$ cat src/rtl/kernel_issue_ctrl.sv
// Initiator-side issue controller for the non-pipelined compute kernel: one operation in flight,
// measured issue-to-result latency. Optional result timeout enabled by defining KERNEL_TIMEOUT_EN.
module kernel_issue_ctrl #(
  parameter int unsigned LAT_W   = 8,
  parameter int unsigned TIMEOUT = 64
) (
  input  logic             clk,
  input  logic             rst_n,
  input  logic [7:0]       iData,
  input  logic             iSign,
  input  logic             iValid,
  output logic             oReady,
  output logic [7:0]       oKData,
  output logic             oKSign,
  output logic             oKDataValid,
  input  logic [9:0]       iKData,
  input  logic             iKDataValid,
  output logic [9:0]       oData,
  output logic             oDataValid,
  input  logic             iReady,
  output logic [LAT_W-1:0] oLatency,
  output logic             oErr
);

  typedef enum logic [1:0] {IDLE, ISSUE, WAIT, RESP} state_t;

  localparam int unsigned      LAT_MAX = (1 << LAT_W) - 1;
  localparam logic [LAT_W-1:0] TO_LAT  = (TIMEOUT > LAT_MAX) ? LAT_W'(LAT_MAX) : LAT_W'(TIMEOUT);

  state_t           state, nextState;
  logic [7:0]       opData;
  logic             opSign;
  logic [LAT_W-1:0] latCnt;
  logic [LAT_W-1:0] latInc;
  logic             accept;
  logic             capture;
  logic             timeout;

  assign accept  = iValid && oReady;
  assign capture = (state == WAIT) && iKDataValid;
  assign latInc  = (latCnt == '1) ? latCnt : latCnt + 1'b1;

`ifdef KERNEL_TIMEOUT_EN
  localparam int unsigned TO_W = $clog2(TIMEOUT + 1);
  logic [TO_W-1:0] waitCnt;

  // Separate from latCnt so a narrow LAT_W cannot postpone the timeout.
  always_ff @(posedge clk or negedge rst_n) begin
    if (!rst_n) begin
      waitCnt <= '0;
    end else if (state == ISSUE) begin
      waitCnt <= '0;
    end else if (state == WAIT) begin
      waitCnt <= waitCnt + 1'b1;
    end
  end

  assign timeout = (state == WAIT) && !iKDataValid && (waitCnt == TO_W'(TIMEOUT - 1));
`else
  assign timeout = 1'b0;
`endif

  always_ff @(posedge clk or negedge rst_n) begin
    if (!rst_n) begin
      state <= IDLE;
    end else begin
      state <= nextState;
    end
  end

  always_comb begin
    nextState = state;
    case (state)
      IDLE:    if (accept) nextState = ISSUE;
      ISSUE:   nextState = WAIT;
      WAIT:    if (capture || timeout) nextState = RESP;
      RESP:    if (iReady) nextState = IDLE;
      default: nextState = IDLE;
    endcase
  end

  // Handshake outputs are registered from the next state so every output is 0 while in reset.
  always_ff @(posedge clk or negedge rst_n) begin
    if (!rst_n) begin
      oReady      <= 1'b0;
      oKDataValid <= 1'b0;
      oDataValid  <= 1'b0;
      opData      <= '0;
      opSign      <= 1'b0;
      latCnt      <= '0;
      oData       <= '0;
      oLatency    <= '0;
      oErr        <= 1'b0;
    end else begin
      oReady      <= (nextState == IDLE);
      oKDataValid <= (nextState == ISSUE);
      oDataValid  <= (nextState == RESP);
      if (accept) begin
        opData <= iData;
        opSign <= iSign;
      end
      if (state == ISSUE) begin
        latCnt <= '0;
      end else if (state == WAIT) begin
        latCnt <= latInc;
      end
      if (capture) begin
        oData    <= iKData;
        oLatency <= latInc;
        oErr     <= 1'b0;
      end else if (timeout) begin
        oData    <= '0;
        oLatency <= TO_LAT;
        oErr     <= 1'b1;
      end
    end
  end

  assign oKData = oKDataValid ? opData : '0;
  assign oKSign = oKDataValid && opSign;

endmodule

$ cat config.mk
export PLATFORM = sky130hd
export DESIGN_NAME = kernel_issue_ctrl
export DESIGN_NICKNAME = d
export VERILOG_FILES = /design/src/rtl/kernel_issue_ctrl.sv
export SDC_FILE = /design/constraint.sdc
export NUM_CORES = 1
export LEC_CHECK = 0
export ABC_AREA = 0
export BUFFER_PORTS_ARGS = -buffer_cell sky130_fd_sc_hd__buf_2
export CORE_ASPECT_RATIO = 0.7
export CORE_UTILIZATION = 40
export CTS_BUF_LIST = sky130_fd_sc_hd__clkbuf_2 sky130_fd_sc_hd__clkbuf_4 sky130_fd_sc_hd__clkbuf_8
export DETAILED_ROUTE_END_ITERATION = 16
export PLACE_DENSITY_LB_ADDON = 0.2
export SYNTH_ARGS = -nofsm -noshare
export SYNTH_HDL_FRONTEND = slang
export SYNTH_SLANG_ARGS = --single-unit
$ cat constraint.sdc
create_clock -name clk -period 2.1 [get_ports clk]
set_clock_uncertainty 0.15 [all_clocks]
set_input_delay 0.105 -clock clk [delete_from_list [all_inputs] [get_ports clk]]
set_output_delay 0.105 -clock clk [all_outputs]
set_load 0.1 [all_outputs]
==> reports/results.ini <==
[timing]
setup_violations=0
timing.final.max_slew_violations=0
min_period_ns=1.82
fmax_mhz=550
rsz0062_at_grt=false
finalSetupTns_ns=0
min_period_over_period=0.866
hold_viol=0

[grt]
grtUsageTotal=0.197
grt_start_max_net_pins=23
grt_remaining_overflow=0
antenna_found_initial=0
grt_first_pass_wirelength_um=7910
grt_pass1_vias=1643

[synthesis]
syn-instance-count=206
synth.top_cell.area_share=0.489
ys.flop_type=dfrtp_1
synth_commonest_cells=dfrtp_1, nand2_1, and2_1, a21oi_1, mux2_2
syn_nets=235
ys_top_cells_by_area=dfrtp_1, nand2_1, mux2_2
ys_warn_count=0
synth_area_sq_um=2050
ys_types=50
synth_edf_count=0
synth_most_common_cell=dfrtp_1
ys_async_sr_fraction=1.00
yosysTopAreaCell=dfrtp_1
syn_avg_cell_area_sq_um=9.93
ys_seq_area_frac=0.489
ys_seq_elements=40

[layout]
nNetsFinal=309
area_growth_syn_to_layout_pct=31.7
drive_above_1_share=0.324
num_antenna_cells=0

[setup_path]
cpMaxStageDelayCell=dfrtp_1
required_ns=2.15
endpoint_kind=register
critPathMaxFanout=8
timing.rr.start=latCnt[1]$_DFFE_PN0P_
path_cells=ha_1 -> nand4_1 -> or4_1 -> o221ai_1
max_stage_delay_ns=0.49
setup.worst_path.start_class=register
critPathArrivalTime_ns=1.87
path_class=reg -> reg
critical_path.startpoint=latCnt[1]$_DFFE_PN0P_

[job]
drv_cap=0

[floorplanning]
std_cell_rows=21
die_w_um=87.5
initial_core_util=0.423
die_h_um=61.8
core_sq_um=4830
dieArea_sq_um=5410
pin_count=55

[clocking]
clock-root-buffer=clkbuf_8
clkTransAtPathRegs_ns=0.08
clk_latency_ns=0.30
post_cts_buffers=0
cts_buffers=5
clkSinkCount=40
cts_buffer_depth=2
cts_max_level=2
cts_tree=yes

[route]
viasPerCell=5.14
ant_nets=0
drtPass1Iterations=4
wl_per_cell_um=14.2
drt-initial-drc-count=57
drt_wl_total_um=4980
drc_errors=0
routed-via-count=1798

[min_path]
worstHoldStart=iKDataValid
hold_path.class=in -> reg

[placement]
place.port_buffers=53
dp_hpwl_um=3420
place_congestion=0.865

[status]
outcome=finished clean

-- flip-flops by register name, indices dropped and copies added (netlist names) --
name / cells
oLatency: 8
opSign: 1
state: 2
oKDataValid: 1
opData: 8
oReady: 1
oData: 10
latCnt: 8
oDataValid: 1
-- placed cells by master (no fill, tap or decap), types with 2 or more instances in the layout --
cell / count
buf_2: 53
dfrtp_1: 40
nand2_1: 38
dlygate4sd3_1: 20
and2_1: 10
a21oi_1: 9
mux2_2: 9
buf_4: 9
inv_1: 7
nand3_1: 7
a31oi_1: 6
clkbuf_8: 6
nor2_1: 5
nand4_1: 4
o31ai_1: 4
ha_1: 4
nand2b_1: 3
nor2b_1: 2
o22ai_1: 2
or2_2: 2
o21ai_0: 2
nor4_1: 2
a211oi_1: 2
o221ai_1: 2
a41oi_1: 2
or4_1: 2
a41o_2: 2
nor3_1: 2
-- per-layer routing --
metal	vias to the layer above	wire length (um)	GRT usage
li1	885	-	-
met1	844	2560	0.279
met2	61	2060	0.292
met3	8	293	0.0502
met4	0	70	0.0773
met5	-	0	0
-- final timing paths --
kind	end	slack [ns]	cells past startpoint
setup / recovery	latCnt[1]$_DFFE_PN0P_	0.28	4
max in group asynchronous	opData[4]$_DFFE_PN0P_	1.14	3
hold / removal	oLatency[2]$_DFFE_PN0P_	0.02	3
hold reg to reg	oData[2]$_DFFE_PN0P_	0.33	2
min in group asynchronous	oLatency[6]$_DFFE_PN0P_	0.13	2
setup reg to reg	latCnt[1]$_DFFE_PN0P_	0.28	4
-- through the flow --
step,cell area (sq um),hold slack (ns),setup WS [ns],utilization,instances
CTS,2690,0.0132,0.173,0.557,350
global placement,2370,-0.0877,0.275,0.490,322
detailed placement,2370,-0.0945,0.190,0.490,322
global route,2690,0.0312,0.140,0.557,350
floorplan,2050,-0.341,0.00275,-,206
finish,2690,0.0204,0.282,0.557,350
-- critical path, delay by kind of cell, from the launching register on --
kind / cells / cell delay (ns)
AND/OR/NAND/NOR: 2 / 0.64
flip-flops: 1 / 0.49
adder cells (fa/ha/maj): 1 / 0.35
AO/OA/AOI/OAI: 1 / 0.10
-- repair_timing --
action,CTS,global route
hold buffers,20,0
endpoints found under the hold margin,59,0
gates resized for setup,0,1
setup endpoints to repair,0,1
-- final cells by class --
class / count / area (sq um)
Tap cell: 69 / 86.3
Clock inverter: 2 / 38.8
Clock buffer: 6 / 82.6
Fill cell: 431 / 2140
Inverter: 7 / 26.3
Multi-Input combinational cell: 144 / 926
Timing Repair Buffer: 82 / 533
Sequential cell: 40 / 1000
-- cells by family after synthesis --
kind of cell | synth area share
simple gates | 0.215
compound gates | 0.155
flops | 0.489
buf+inv | 0.0593
mux | 0.0495
fa+ha+maj | 0.0306
other cells | 0.00183
Power is not shown: default switching activity piles up to over one toggle a cycle in this logic, so the estimate is an artifact.
